==> src/rtl/ov5640_axis_bridge_if.sv <==
// AXI4-Stream video channel between the OV5640 bridge and the VDMA write port.
interface ov5640_axis_bridge_if #(
    parameter int unsigned DATA_W = 24
);
    logic [DATA_W-1:0] tdata;
    logic              tvalid;
    logic              tready;
    logic              tuser;
    logic              tlast;

    modport master (output tdata, tvalid, tuser, tlast, input tready);
    modport slave (input tdata, tvalid, tuser, tlast, output tready);
endinterface

==> src/rtl/ov5640_axis_bridge.sv <==
// OV5640 parallel pixel bus to AXI4-Stream video master with frame-aligned overflow dropping.
// Define OV5640_AXIS_STATS_EN to add the frame_cnt/drop_cnt statistics outputs.
module ov5640_axis_bridge #(
    parameter int unsigned DATA_W     = 24,
    parameter int unsigned FIFO_DEPTH = 16
) (
    input  logic                        clk,
    input  logic                        rst,
    input  logic [DATA_W-1:0]           in_data,
    input  logic                        in_vsync,
    input  logic                        in_hsync,
    input  logic                        in_active,
    ov5640_axis_bridge_if.master        m_axis,
    output logic                        overflow
`ifdef OV5640_AXIS_STATS_EN
    ,
    output logic [15:0]                 frame_cnt,
    output logic [15:0]                 drop_cnt
`endif
);
    localparam int unsigned PTR_W  = $clog2(FIFO_DEPTH);
    localparam int unsigned WORD_W = DATA_W + 2;
    localparam logic [PTR_W:0] DepthCnt = (PTR_W + 1)'(FIFO_DEPTH);

    typedef enum logic [1:0] {StWaitSof, StRun, StDrop} state_e;
    state_e state_q, state_d;

    logic [DATA_W-1:0] in_data_q;
    logic              in_active_q;
    logic              in_vsync_q;
    logic              in_vsync_d;
    logic              vsync_rise;
    logic              hsync_unused;

    logic [DATA_W-1:0] hold_data;
    logic              hold_sof;
    logic              hold_vld;
    logic              sof_pend;

    logic              push_req;
    logic              push_ok;
    logic              push_tlast;
    logic              drop;
    logic              load;
    logic              pop;
    logic              full;
    logic              empty;

    logic [PTR_W:0]    wr_ptr_q;
    logic [PTR_W:0]    rd_ptr_q;
    logic [PTR_W:0]    count;
    logic [WORD_W-1:0] mem [FIFO_DEPTH];
    logic [WORD_W-1:0] rd_word;

    assign hsync_unused = in_hsync;

    always_ff @(posedge clk) begin
        if (rst) begin
            in_data_q   <= '0;
            in_active_q <= 1'b0;
            in_vsync_q  <= 1'b0;
            in_vsync_d  <= 1'b0;
        end else begin
            in_data_q   <= in_data;
            in_active_q <= in_active;
            in_vsync_q  <= in_vsync;
            in_vsync_d  <= in_vsync_q;
        end
    end

    assign vsync_rise = in_vsync_q & ~in_vsync_d;

    always_ff @(posedge clk) begin
        if (rst) begin
            state_q <= StWaitSof;
        end else begin
            state_q <= state_d;
        end
    end

    always_comb begin
        state_d = state_q;
        unique case (state_q)
            StWaitSof, StDrop: if (vsync_rise) state_d = StRun;
            StRun:             if (drop) state_d = StDrop;
            default:           state_d = StWaitSof;
        endcase
    end

    // The held pixel is always pushed once the following cycle is seen; a new frame ends the line.
    always_comb begin
        push_req   = (state_q == StRun) & hold_vld;
        push_tlast = ~in_active_q | vsync_rise;
        drop       = push_req & full;
        push_ok    = push_req & ~full;
        load       = (state_q == StRun) & in_active_q & ~drop;
    end

    always_ff @(posedge clk) begin
        if (rst) begin
            hold_data <= '0;
            hold_sof  <= 1'b0;
            hold_vld  <= 1'b0;
            sof_pend  <= 1'b0;
            overflow  <= 1'b0;
        end else begin
            if (load) begin
                hold_data <= in_data_q;
                hold_sof  <= sof_pend | vsync_rise;
                hold_vld  <= 1'b1;
            end else if (push_req) begin
                hold_vld  <= 1'b0;
            end
            if (load) begin
                sof_pend <= 1'b0;
            end else if (vsync_rise) begin
                sof_pend <= 1'b1;
            end
            if (drop) begin
                overflow <= 1'b1;
            end
        end
    end

    // Full is judged on the pre-pop count so a same-cycle pop never rescues a push.
    assign count = wr_ptr_q - rd_ptr_q;
    assign full  = (count == DepthCnt);
    assign empty = (wr_ptr_q == rd_ptr_q);
    assign pop   = ~empty & m_axis.tready;

    always_ff @(posedge clk) begin
        if (rst) begin
            wr_ptr_q <= '0;
            rd_ptr_q <= '0;
        end else begin
            if (push_ok) wr_ptr_q <= wr_ptr_q + 1'b1;
            if (pop) rd_ptr_q <= rd_ptr_q + 1'b1;
        end
    end

    always_ff @(posedge clk) begin
        if (push_ok) begin
            mem[wr_ptr_q[PTR_W-1:0]] <= {hold_sof, push_tlast, hold_data};
        end
    end

    assign rd_word       = mem[rd_ptr_q[PTR_W-1:0]];
    assign m_axis.tvalid = ~empty;
    assign m_axis.tdata  = empty ? '0 : rd_word[DATA_W-1:0];
    assign m_axis.tlast  = ~empty & rd_word[DATA_W];
    assign m_axis.tuser  = ~empty & rd_word[DATA_W+1];

`ifdef OV5640_AXIS_STATS_EN
    always_ff @(posedge clk) begin
        if (rst) begin
            frame_cnt <= '0;
            drop_cnt  <= '0;
        end else begin
            if (pop && m_axis.tuser) frame_cnt <= frame_cnt + 16'd1;
            if (drop) drop_cnt <= drop_cnt + 16'd1;
        end
    end
`else
    // Default build carries no statistics counters.
`endif

endmodule

==> src/flat_wrapper.sv <==
// flat-port wrapper written by rule: the top's interface ports become plain ports
module ov5640_axis_bridge_flat 
#(
    parameter int unsigned DATA_W     = 24,
    parameter int unsigned FIFO_DEPTH = 16
)
  (clk, rst, in_data, in_vsync, in_hsync, in_active, overflow, m_axis_tdata, m_axis_tvalid, m_axis_tuser, m_axis_tlast, m_axis_tready);
  ov5640_axis_bridge_if #(.DATA_W(DATA_W)) m_axis_i ();
  input  logic clk;
  input  logic rst;
  input  logic [DATA_W-1:0] in_data;
  input  logic in_vsync;
  input  logic in_hsync;
  input  logic in_active;
  output logic overflow;
  output wire logic [$bits(m_axis_i.tdata)-1:0] m_axis_tdata;
  output wire logic [$bits(m_axis_i.tvalid)-1:0] m_axis_tvalid;
  output wire logic [$bits(m_axis_i.tuser)-1:0] m_axis_tuser;
  output wire logic [$bits(m_axis_i.tlast)-1:0] m_axis_tlast;
  input wire logic [$bits(m_axis_i.tready)-1:0] m_axis_tready;
  assign m_axis_tdata = m_axis_i.tdata;
  assign m_axis_tvalid = m_axis_i.tvalid;
  assign m_axis_tuser = m_axis_i.tuser;
  assign m_axis_tlast = m_axis_i.tlast;
  assign m_axis_i.tready = m_axis_tready;
  ov5640_axis_bridge #(.DATA_W(DATA_W), .FIFO_DEPTH(FIFO_DEPTH)) u_core (.clk(clk), .rst(rst), .in_data(in_data), .in_vsync(in_vsync), .in_hsync(in_hsync), .in_active(in_active), .m_axis(m_axis_i), .overflow(overflow));
endmodule
==> config.mk <==
export PLATFORM = sky130hd
export DESIGN_NAME = ov5640_axis_bridge_flat
export DESIGN_NICKNAME = d
export VERILOG_FILES = /design/src/rtl/ov5640_axis_bridge_if.sv /design/src/rtl/ov5640_axis_bridge.sv /design/src/flat_wrapper.sv
export SDC_FILE = /design/constraint.sdc
export NUM_CORES = 1
export LEC_CHECK = 0
export BUFFER_PORTS_ARGS = -buffer_cell sky130_fd_sc_hd__buf_2
export CORE_UTILIZATION = 50
export DETAILED_ROUTE_END_ITERATION = 12
export GPL_ROUTABILITY_DRIVEN = 0
export PLACE_DENSITY = 0.65
export SYNTH_ARGS = -nofsm -noshare
export SYNTH_HDL_FRONTEND = slang
export SYNTH_SLANG_ARGS = --single-unit
==> constraint.sdc <==
create_clock -name clk -period 9.6 [get_ports clk]
set_clock_uncertainty 0.15 [all_clocks]
set_input_delay 2.4 -clock clk [delete_from_list [all_inputs] [get_ports clk]]
set_output_delay 2.4 -clock clk [all_outputs]
set_load 0.02 [all_outputs]
==> results of run 1 <==
-- cells in the mapped netlist --
| cell | n | area (um2) |
|---|---|---|
| sky130_fd_sc_hd__edfxtp_1 | 416 | 12490 |
| sky130_fd_sc_hd__mux4_2 | 130 | 2928 |
| sky130_fd_sc_hd__dfxtp_1 | 71 | 1421 |
| sky130_fd_sc_hd__nor2b_1 | 58 | 362.9 |
| sky130_fd_sc_hd__nand2b_1 | 53 | 331.6 |
| sky130_fd_sc_hd__mux2i_1 | 26 | 260.3 |
| sky130_fd_sc_hd__clkbuf_1 | 24 | 90.09 |
| sky130_fd_sc_hd__nor2_1 | 20 | 75.07 |
| sky130_fd_sc_hd__nand2_1 | 15 | 56.30 |
| sky130_fd_sc_hd__a21oi_1 | 10 | 50.05 |
| sky130_fd_sc_hd__buf_6 | 9 | 101.4 |
| sky130_fd_sc_hd__ha_1 | 9 | 112.6 |
| sky130_fd_sc_hd__inv_1 | 9 | 33.78 |
| sky130_fd_sc_hd__buf_2 | 7 | 35.03 |
| sky130_fd_sc_hd__buf_1 | 6 | 22.52 |
| sky130_fd_sc_hd__nor3_1 | 6 | 30.03 |
| sky130_fd_sc_hd__xnor2_1 | 4 | 35.03 |
| sky130_fd_sc_hd__xor2_1 | 3 | 26.28 |
| sky130_fd_sc_hd__nand3_1 | 2 | 10.01 |
| sky130_fd_sc_hd__nand4_1 | 2 | 12.51 |
| sky130_fd_sc_hd__o21ai_0 | 2 | 10.01 |
| sky130_fd_sc_hd__o21ba_2 | 2 | 20.02 |
| sky130_fd_sc_hd__or3_1 | 2 | 12.51 |
| sky130_fd_sc_hd__a21bo_2 | 1 | 10.01 |
| sky130_fd_sc_hd__a21boi_0 | 1 | 7.510 |
| sky130_fd_sc_hd__a21o_1 | 1 | 7.510 |
| sky130_fd_sc_hd__and2_1 | 1 | 6.260 |
| sky130_fd_sc_hd__and3_1 | 1 | 6.260 |
| sky130_fd_sc_hd__buf_4 | 1 | 7.510 |
| sky130_fd_sc_hd__mux2_2 | 1 | 11.26 |
| sky130_fd_sc_hd__nand3b_1 | 1 | 7.510 |
| sky130_fd_sc_hd__nor4_2 | 1 | 12.51 |
| sky130_fd_sc_hd__o21bai_1 | 1 | 7.510 |
| sky130_fd_sc_hd__o41a_1 | 1 | 11.26 |
| sky130_fd_sc_hd__o41ai_4 | 1 | 27.53 |
-- worst max-delay path: stages, from the launching register on --
cell and delay [ps]:
sky130_fd_sc_hd__dfxtp_4 800, sky130_fd_sc_hd__buf_4 680, sky130_fd_sc_hd__mux4_2 580, sky130_fd_sc_hd__mux4_2 480
sky130_fd_sc_hd__nor2b_1 180, sky130_fd_sc_hd__buf_2 200
-- metrics by stage --
step / setup slack, ps / power, mW
floorplan: 5077 / 2.365
global placement: 3898 / 2.381
detailed placement: 3902 / 2.383
CTS: 3287 / 4.194
global route: 3182 / 4.284
finish: 3468 / 4.157
-- layout by cell type (no fill, tap or decap), types with 2 or more instances in the layout --
cell type and instances:
sky130_fd_sc_hd__nand2b_1 53, sky130_fd_sc_hd__inv_6 2, sky130_fd_sc_hd__nor3_2 6, sky130_fd_sc_hd__nand3_1 2, sky130_fd_sc_hd__clkinv_1 3, sky130_fd_sc_hd__dfxtp_4 2
sky130_fd_sc_hd__bufinv_16 2, sky130_fd_sc_hd__buf_4 24, sky130_fd_sc_hd__xor2_1 3, sky130_fd_sc_hd__xnor2_1 4, sky130_fd_sc_hd__clkbuf_1 11, sky130_fd_sc_hd__clkinvlp_4 2
sky130_fd_sc_hd__or3_1 2, sky130_fd_sc_hd__mux2i_1 26, sky130_fd_sc_hd__a21oi_1 9, sky130_fd_sc_hd__nand4_1 2, sky130_fd_sc_hd__edfxtp_1 416, sky130_fd_sc_hd__o21ba_2 2
sky130_fd_sc_hd__clkbuf_8 8, sky130_fd_sc_hd__nor2b_1 58, sky130_fd_sc_hd__nand2_1 15, sky130_fd_sc_hd__ha_1 9, sky130_fd_sc_hd__dfxtp_1 68, sky130_fd_sc_hd__clkinv_2 12
sky130_fd_sc_hd__buf_2 55, sky130_fd_sc_hd__mux4_2 130, sky130_fd_sc_hd__clkbuf_16 49, sky130_fd_sc_hd__nor2_1 9, sky130_fd_sc_hd__inv_1 9, sky130_fd_sc_hd__o21ai_0 2
sky130_fd_sc_hd__nor2_4 11
-- per-layer routing --
layer	vias to the layer above	track usage, %	wire length (um)	share of wire [%]
met5	-	0	0	0
met4	0	5.774	768	2.1
met3	60	3.575	1931	5.2
met2	236	32.69	18180	49
met1	4441	29.27	16430	44
li1	3746	-	-	-
-- where the power goes --
part	total, mW	switching, mW	internal (mW)	leakage (nW)
registers	2.29	0.00822	2.28	4.42
logic	0.0510	0.0252	0.0258	1.53
clock network	1.82	0.767	1.05	0.764
total	4.16	0.800	3.36	6.71
-- cells by family after synthesis --
logic type | after synthesis | share of synthesized area, %
simple gates | 162 | 4.951
compound gates | 20 | 0.8118
flops | 487 | 74.60
xor+xnor | 7 | 0.3287
fa+ha+maj | 9 | 0.6038
buf+inv | 56 | 1.556
mux | 157 | 17.15
-- registers in the layout, indices dropped and copies added (netlist names), 2 cells and up, named ones only --
| register | count |
|---|---|
| u_core.hold_data | 24 |
| u_core.mem | 416 |
| u_core.rd_ptr_q | 5 |
| u_core.in_data_q | 24 |
| u_core.wr_ptr_q | 5 |
| u_core.state_q | 2 |
-- final cells by class --
type / instances / share of cell area, %
Clock buffer: 68 / 6.526
Multi-Input combinational cell: 355 / 21.66
Timing Repair Buffer: 79 / 2.157
Sequential cell: 487 / 65.95
Tap cell: 468 / 2.774
Inverter: 9 / 0.1600
Clock inverter: 21 / 0.7764
-- worst paths after layout --
path,cells after the start,from,to,slack (ps)
worst max-delay path,5,register,m_axis_tdata[21],3470
worst min-delay path,2,u_core.overflow,u_core.overflow,300
worst max register to register,8,u_core.wr_ptr_q[2],u_core.mem[9][0],5880
worst min register to register,2,u_core.overflow,u_core.overflow,300
==> flow_metrics.tcl, run 1 <==
set metrics [dict create \
    tritoncts "done" \
    starting_density_of_the_core_pct 50.83 \
    die-height_um 195.1 \
    grt_overflow 0 \
    postRouteAntennaNets 0 \
    mappedNetlistArea_um2 18650 \
    postSynthRegisterBits 487 \
    hold_viol_final 0 \
    ys_seq_area_share_pct 74.60 \
    ctsRootBufferMaster "sky130_fd_sc_hd__clkbuf_16" \
    diodes_inserted 0 \
    total_neg_setup_slack_ps 0 \
    whs_ps 296.6 \
    place_inst 1398 \
    netlist_instances 898 \
    crit_arrival_ps 3580 \
    syn-mean-instance-area_um2 20.77 \
    max_freq_mhz 163.1 \
    place_hpwl_um 19060 \
    final_period_minus_worst_setup_slack_ps 6132 \
    grt_antenna_before_repair 0 \
    layout-drive-gt1-share_pct 30.52 \
    clock_slew_at_the_register_clock_pins_of_the_worst_setup_and_hold_paths_ps 60 \
    first_global_vias 8975 \
    nFillCells 2705 \
    fp.dieArea_um2 38080 \
    hold_path.class "register to register" \
    detail_route.first_pass.iterations 5 \
    postPlaceCellArea_um2 19570 \
    placement.io_buffers 56 \
    post-cts-setup-buffers 0 \
    syn2layout_area_growth_pct 13.18 \
    tightestPinTransition_ps 997.9 \
    powerDensity_nw_per_um2 196.9 \
    routed_wl_um 37310 \
    grt_pass1_wl_um 56300 \
    io_pins 58 \
    grt_start_max_net_pins 94 \
    multiInputGateArea_um2 4572 \
    run_status "complete, no violations" \
    number_of_standard_cells_in_the_layout_taps_in_and_fillers_out 1487 \
    layout_worst_path_cycle_share_pct 63.88 \
    cts.hold.buffers_added 0 \
    die-width_um 195.1 \
    global_route.usage.total_pct 20.46 \
    core_um2 36700 \
    post_layout_util_pct 57.52 \
    number_of_maximum_capacitance_violations 0 \
    seq_area_um2 13920 \
    drc 0 \
    clock_latency_ps 570 \
    drtIter0Drc 653 \
    worst_ir_drop_vdd_mv 0.1200 \
    grt_setup_unrepaired "false" \
    post_drt_via_cell_ratio 5.705 \
    maxSlewViolCount 0 \
    cts-buffers-inserted 48 \
    cts-root-to-sink-buffers 3 \
    final_nets 1019 \
    cts_resized 0 \
    synth_cell_types 35 \
    cts_num_sinks 487 \
    cts-htree-levels 2 \
    timing.setup.critical_path_class "register to output port" \
    power_leakage_nw 6.710 \
    timing.critical_path.from_type "register" \
    routed_wire_length_per_instance_um 25.09 \
    count_of_warnings_emitted_by_yosys 0 \
    critical_path.max_fanout 34 \
    count_of_vias_placed_by_the_detailed_router 8483 \
    rel_slew_slack_pct 33.47 \
    worstPathRequired_ps 7050 \
    finalSetupViolations 0 \
    fin_area_um2 21110 \
    setup_crit_end_kind "output port" \
    rows 70 \
    mappedNetlistNets 937 \
]
No activity file was read; power rests on OpenSTA's default activity.
==> run 2, diff against run 1 <==
- ABC_AREA: not set -> 1
- PLACE_DENSITY: 0.65 -> 0.68
- clock period: 9.6 -> 5.6 ns (I/O delays scaled with it)
==> flow_metrics.tcl, run 2 <==
set metrics [dict create \
    run_status "complete, no violations" \
    cts-htree-levels 2 \
    tritoncts "done" \
    whs_ps 287.5 \
    die-width_um 198.5 \
    synth_simple_gate_area_share_pct 9.818 \
    yosysMostFrequentCell "sky130_fd_sc_hd__edfxtp_1" \
    critical_path.max_stage_delay_ps 850 \
    global_route.usage.total_pct 21.90 \
    rel_slew_slack_pct 18.71 \
    drtIter0Drc 957 \
    hold_path.class "register to register" \
    hold_viol_final 0 \
    postPlaceCellArea_um2 20000 \
    fin_area_um2 21570 \
    timing.critical_path.from_type "register" \
    final_nets 1570 \
    cp_cell_sequence "ha_1, nand2_1, inv_1, nand3_1, clkinv_1, a21oi_1, buf_2" \
    cts.hold.buffers_added 0 \
    timing.setup.critical_path_class "register to output port" \
    starting_density_of_the_core_pct 51.02 \
    netlist_top_cells_count "sky130_fd_sc_hd__edfxtp_1 (416), sky130_fd_sc_hd__nor2_1 (287), sky130_fd_sc_hd__o21bai_1 (104), sky130_fd_sc_hd__o221ai_1 (104), sky130_fd_sc_hd__o21ai_0 (98)" \
    setup_crit_end_kind "output port" \
    multiInputGateArea_um2 4727 \
    cp_top_delay_family "buffers and inverters" \
    seq_area_um2 13920 \
    power_leakage_nw 7.332 \
    critical_path.max_fanout 17 \
    core_um2 37840 \
    io_pins 58 \
    tightestPinTransition_ps 1216 \
    grt_overflow 0 \
    grt_antenna_before_repair 1 \
    diodes_inserted 0 \
    postSynthRegisterBits 487 \
    number_of_maximum_capacitance_violations 0 \
    area_share_of_fa_ha_maj_cells_after_synthesis_pct 0.5832 \
    postRouteAntennaNets 0 \
    layout-drive-gt1-share_pct 11.40 \
    ys_async_sr_fraction_pct 0 \
    synth_enable_flop_cells 416 \
    die-height_um 198.5 \
    ys_top_cells_by_area "sky130_fd_sc_hd__edfxtp_1 (65%), sky130_fd_sc_hd__dfxtp_1 (7.4%), sky130_fd_sc_hd__nor2_1 (5.6%)" \
    layout_worst_path_cycle_share_pct 89.03 \
    placement.io_buffers 56 \
    number_of_standard_cells_in_the_layout_taps_in_and_fillers_out 2081 \
    post_drt_via_cell_ratio 5.717 \
    netlist.top_cell.by_area "sky130_fd_sc_hd__edfxtp_1" \
    ctsRootBufferMaster "sky130_fd_sc_hd__clkbuf_16" \
    totalPowerFinal_mw 7.846 \
    largest_register_ff_count 416 \
    cts-root-to-sink-buffers 3 \
    routed_wire_length_per_instance_um 20.32 \
    ys_seq_area_share_pct 72.06 \
    synth_top_family_by_area "compound AO/OA/AOI/OAI gates" \
    place_hpwl_um 21970 \
    place_inst 1992 \
    maxSlewViolCount 0 \
    fp.dieArea_um2 39400 \
    mappedNetlistArea_um2 19310 \
    finalSetupViolations 0 \
    fin_ws_ps 614.4 \
    count_of_warnings_emitted_by_yosys 0 \
    total_neg_setup_slack_ps 0 \
    synth-xor-area-share_pct 0.2268 \
    powerDensity_nw_per_um2 363.8 \
    syn-mean-instance-area_um2 12.76 \
    first_global_vias 11470 \
    worst_ir_drop_vdd_mv 0.1970 \
    clock_latency_ps 550 \
    grt_pass1_wl_um 65240 \
    routed_wl_um 42290 \
    timing.critical_path.slowest_stage_cell "sky130_fd_sc_hd__clkinv_1" \
    netlist_instances 1513 \
    crit_arrival_ps 3440 \
    critical_path.n_buffers_inverters 3 \
    mappedNetlistNets 1552 \
    syn2layout_area_growth_pct 11.71 \
    nFillCells 3087 \
    grt_setup_unrepaired "false" \
    leading_cell_types_in_the_layout_fill_and_taps_excluded "sky130_fd_sc_hd__edfxtp_1 (416), sky130_fd_sc_hd__nor2_1 (270), sky130_fd_sc_hd__o21bai_1 (104), sky130_fd_sc_hd__o221ai_1 (104), sky130_fd_sc_hd__o21ai_0 (98)" \
    mux_share_of_post_synthesis_cell_area_pct 0 \
    placement.setup.worst_slack_ps 1180 \
    drc 0 \
    clock_slew_at_the_register_clock_pins_of_the_worst_setup_and_hold_paths_ps 60 \
    cts_resized 0 \
    grt_start_max_net_pins 115 \
    rows 71 \
    synth_cell_types 29 \
    post-cts-setup-buffers 0 \
    count_of_vias_placed_by_the_detailed_router 11900 \
    cts-buffers-inserted 48 \
    cts_num_sinks 487 \
    synth_compound_area_share_pct 13.19 \
    final_period_minus_worst_setup_slack_ps 4986 \
    synth_top_area_share_pct 64.70 \
    detail_route.first_pass.iterations 5 \
    worstPathRequired_ps 4050 \
    ys_dominant_reg_cell "sky130_fd_sc_hd__edfxtp_1" \
    most_common_library_cell_in_the_layout_ignoring_fill_and_taps "sky130_fd_sc_hd__edfxtp_1" \
    post_layout_util_pct 56.99 \
    max_freq_mhz 200.6 \
]
run 2: cell count changes after synthesis, sizes merged, moves of 91 or more:
cell	change
nand3	+91
nor2	+268
o221ai	+104
o21bai	+103
mux4	-130
o21ai	+105
run 2: worst register-to-register path, cell delays in order (launching register included):
cell,delay (ps)
sky130_fd_sc_hd__dfxtp_1,490
sky130_fd_sc_hd__ha_1,330
sky130_fd_sc_hd__or2_1,260
sky130_fd_sc_hd__nand2_1,80
sky130_fd_sc_hd__nand2_1,50
sky130_fd_sc_hd__nand2_1,100
sky130_fd_sc_hd__nor2_4,50
sky130_fd_sc_hd__nand2_2,120
sky130_fd_sc_hd__nand2_2,120
sky130_fd_sc_hd__inv_2,140
sky130_fd_sc_hd__nand2_1,250
sky130_fd_sc_hd__nor2_4,990
run 2: where the power goes:
| part | leakage [nW] | internal (mW) | switching (mW) | total (mW) |
|---|---|---|---|---|
| clock network | 0.763 | 1.88 | 1.30 | 3.17 |
| logic | 2.06 | 0.237 | 0.428 | 0.665 |
| registers | 4.50 | 3.93 | 0.0743 | 4.01 |
| total | 7.33 | 6.05 | 1.80 | 7.85 |
run 2: final cells by class:
cell class	count	share of cell area [%]
multi-input cells	844	21.92
repair buffers	72	1.914
clock inverters	21	0.9746
flip-flops and latches	487	64.55
clock buffers	68	6.300
inverters	78	1.381
well taps	511	2.964
run 2: cell families after synthesis:
| kind of cell | after synthesis |
|---|---|
| DFF | 487 |
| and+or+nand+nor | 451 |
| AOI/OAI and AO/OA | 379 |
| buffers and inverters | 182 |
| adders and majority gates | 9 |
| xor gates and xnor gates | 5 |
run 2: routing by layer:
layer	vias up	global-route usage, %	routed length (um)
li1	5578	-	-
met1	5801	30.18	18520
met2	425	35.63	19840
met3	93	2.984	2563
met4	0	8.063	1362
met5	-	0	0
run 2: path summary, 6_finish.rpt:
check,startpoint,end,slack (ps),cells after the start
worst min register to register,u_core.in_vsync_q,u_core.in_vsync_d,290,2
worst max register to register,u_core.wr_ptr_q[2],u_core.mem[14][8],2060,11
worst max-delay path,u_core.wr_ptr_q[3],m_axis_tdata[3],610,7
worst min-delay path,u_core.in_vsync_q,u_core.in_vsync_d,290,2
==> run 3, diff against run 2 <==
- CORE_ASPECT_RATIO: not set -> 1.5
==> flow_metrics.tcl, run 3 (synthesized netlist as in run 2, its figures left out) <==
set metrics [dict create \
    grt_antenna_before_repair 0 \
    totalPowerFinal_mw 7.624 \
    post-cts-setup-buffers 0 \
    cts-buffers-inserted 42 \
    routed_wire_length_per_instance_um 21.36 \
    syn2layout_area_growth_pct 10.91 \
    worst_case_register_to_register_setup_slack_ps 2010 \
    clock_latency_ps 560 \
    placement.io_buffers 56 \
    place_inst 1975 \
    maxSlewViolCount 0 \
    number_of_maximum_capacitance_violations 0 \
    grt_setup_unrepaired "false" \
    critical_path.n_buffers_inverters 3 \
    worst_ir_drop_vdd_mv 0.2258 \
    core_um2 37770 \
    run_status "complete, no violations" \
    r2r-start "u_core.wr_ptr_q[2]" \
    crit_arrival_ps 3090 \
    diodes_inserted 0 \
    endpoint "m_axis_tdata[16]" \
    cts-htree-levels 2 \
    die-width_um 162.4 \
    worstPathRequired_ps 4050 \
    nFillCells 3007 \
    post_drt_via_cell_ratio 5.855 \
    grt_overflow 0 \
    ff2ff_path_depth 12 \
    layout_worst_path_cycle_share_pct 82.95 \
    cp_top_delay_family "buffers and inverters" \
    layout-drive-gt1-share_pct 11.20 \
    number_of_standard_cells_in_the_layout_taps_in_and_fillers_out 2052 \
    final_period_minus_worst_setup_slack_ps 4645 \
    hold_path.class "register to register" \
    place_hpwl_um 22610 \
    rows 87 \
    cts_num_sinks 487 \
    setup_crit_end_kind "output port" \
    cp_cell_sequence "inv_6, buf_4, o21bai_1, o221ai_1, nand3_1, a21oi_1, buf_2" \
    fin_area_um2 21410 \
    postPlaceCellArea_um2 20030 \
    cts-root-to-sink-buffers 3 \
    grt_pass1_wl_um 66400 \
    largest_register_ff_count 416 \
    seq_area_um2 13920 \
    tightestPinTransition_ps 1233 \
    worst-path-stages 7 \
    cts_resized 0 \
    timing.critical_path.slowest_stage_cell "sky130_fd_sc_hd__inv_6" \
    hold_crit_start "u_core.in_vsync_q" \
    ctsRootBufferMaster "sky130_fd_sc_hd__clkbuf_16" \
    first_global_vias 11670 \
    rel_slew_slack_pct 17.60 \
    timing.critical_path.from_type "register" \
    fp.dieArea_um2 39420 \
    cts.hold.buffers_added 0 \
    timing.setup.critical_path_class "register to output port" \
    count_of_vias_placed_by_the_detailed_router 12010 \
    routed_wl_um 43830 \
    max_freq_mhz 215.3 \
    finalSetupViolations 0 \
    global_route.usage.total_pct 22.45 \
    leading_cell_types_in_the_layout_fill_and_taps_excluded "sky130_fd_sc_hd__edfxtp_1 (416), sky130_fd_sc_hd__nor2_1 (270), sky130_fd_sc_hd__o21bai_1 (104), sky130_fd_sc_hd__o221ai_1 (104), sky130_fd_sc_hd__o21ai_0 (98)" \
    detail_route.first_pass.iterations 5 \
    multiInputGateArea_um2 4727 \
    critical_path.max_fanout 119 \
    total_neg_setup_slack_ps 0 \
    critical_path.max_stage_delay_ps 750 \
    powerDensity_nw_per_um2 356.0 \
    drc 0 \
    drtIter0Drc 1215 \
    r2r-end "u_core.mem[5][6]" \
    power_leakage_nw 7.272 \
    hold_viol_final 0 \
    grt_start_max_net_pins 120 \
    tritoncts "done" \
    most_common_library_cell_in_the_layout_ignoring_fill_and_taps "sky130_fd_sc_hd__edfxtp_1" \
    post_layout_util_pct 56.69 \
    starting_density_of_the_core_pct 51.11 \
    clock_slew_at_the_register_clock_pins_of_the_worst_setup_and_hold_paths_ps 70 \
    final_nets 1569 \
    postRouteAntennaNets 0 \
    io_pins 58 \
    die-height_um 242.7 \
]
run 3: cell count changes in the layout (fill, tap and decap cells not counted), moves of 2 or more:
cell | before | now
sky130_fd_sc_hd__clkbuf_16 | 49 | 43
sky130_fd_sc_hd__clkbuf_4 | 3 | 0
sky130_fd_sc_hd__clkinv_2 | 3 | 7
sky130_fd_sc_hd__buf_12 | 1 | 3
sky130_fd_sc_hd__clkbuf_8 | 5 | 1
sky130_fd_sc_hd__buf_4 | 15 | 18
sky130_fd_sc_hd__clkinv_1 | 11 | 7
run 3: cell type report:
type                       count  share of cell area, %
clock buffer                  56                  5.299
multi-input combinational    844                  22.07
timing repair buffer          77                  2.220
inverter                      78                  1.391
clock inverter                21                  1.145
sequential                   487                  65.01
tap                          489                  2.857
run 3: power breakdown:
group	internal, mW	total (mW)	leakage [nW]	switching, mW
clock network	1.67	2.94	0.673	1.27
registers	3.93	3.99	4.50	0.0633
logic	0.243	0.691	2.09	0.448
run 3: per-stage QoR:
step	worst slack, ps	hold WS, ps
global placement	1579	266.7
finish	955.0	287.1
global route	774.9	315.7
CTS	907.7	289.6
floorplan	2168	260.7
detailed placement	1512	278.9
run 3: worst min-delay path: cells and delay by family (launching register included):
| kind | cells | cell delay, ps |
|---|---|---|
| simple gates | 1 | 40 |
| buf+inv | 1 | 60 |
| flops | 1 | 300 |
run 3: worst min-delay path by stage:
stage | endpoint | slack, ps | cells past startpoint
2_1_floorplan | u_core.in_vsync_d | 260 | 2
3_3_place_gp | u_core.in_vsync_d | 270 | 2
3_5_place_dp | u_core.in_vsync_d | 280 | 2
4_1_cts | u_core.in_vsync_d | 290 | 2
5_1_grt | u_core.in_vsync_d | 320 | 2
6_report | u_core.in_vsync_d | 290 | 2
run 3: metal layers:
layer,up-vias,global-route usage (%),wire length [um]
met5,-,0,0
met4,0,9.156,1648
met3,98,2.990,2427
met2,402,38.56,21900
met1,5939,28.46,17860
li1,5575,-,-
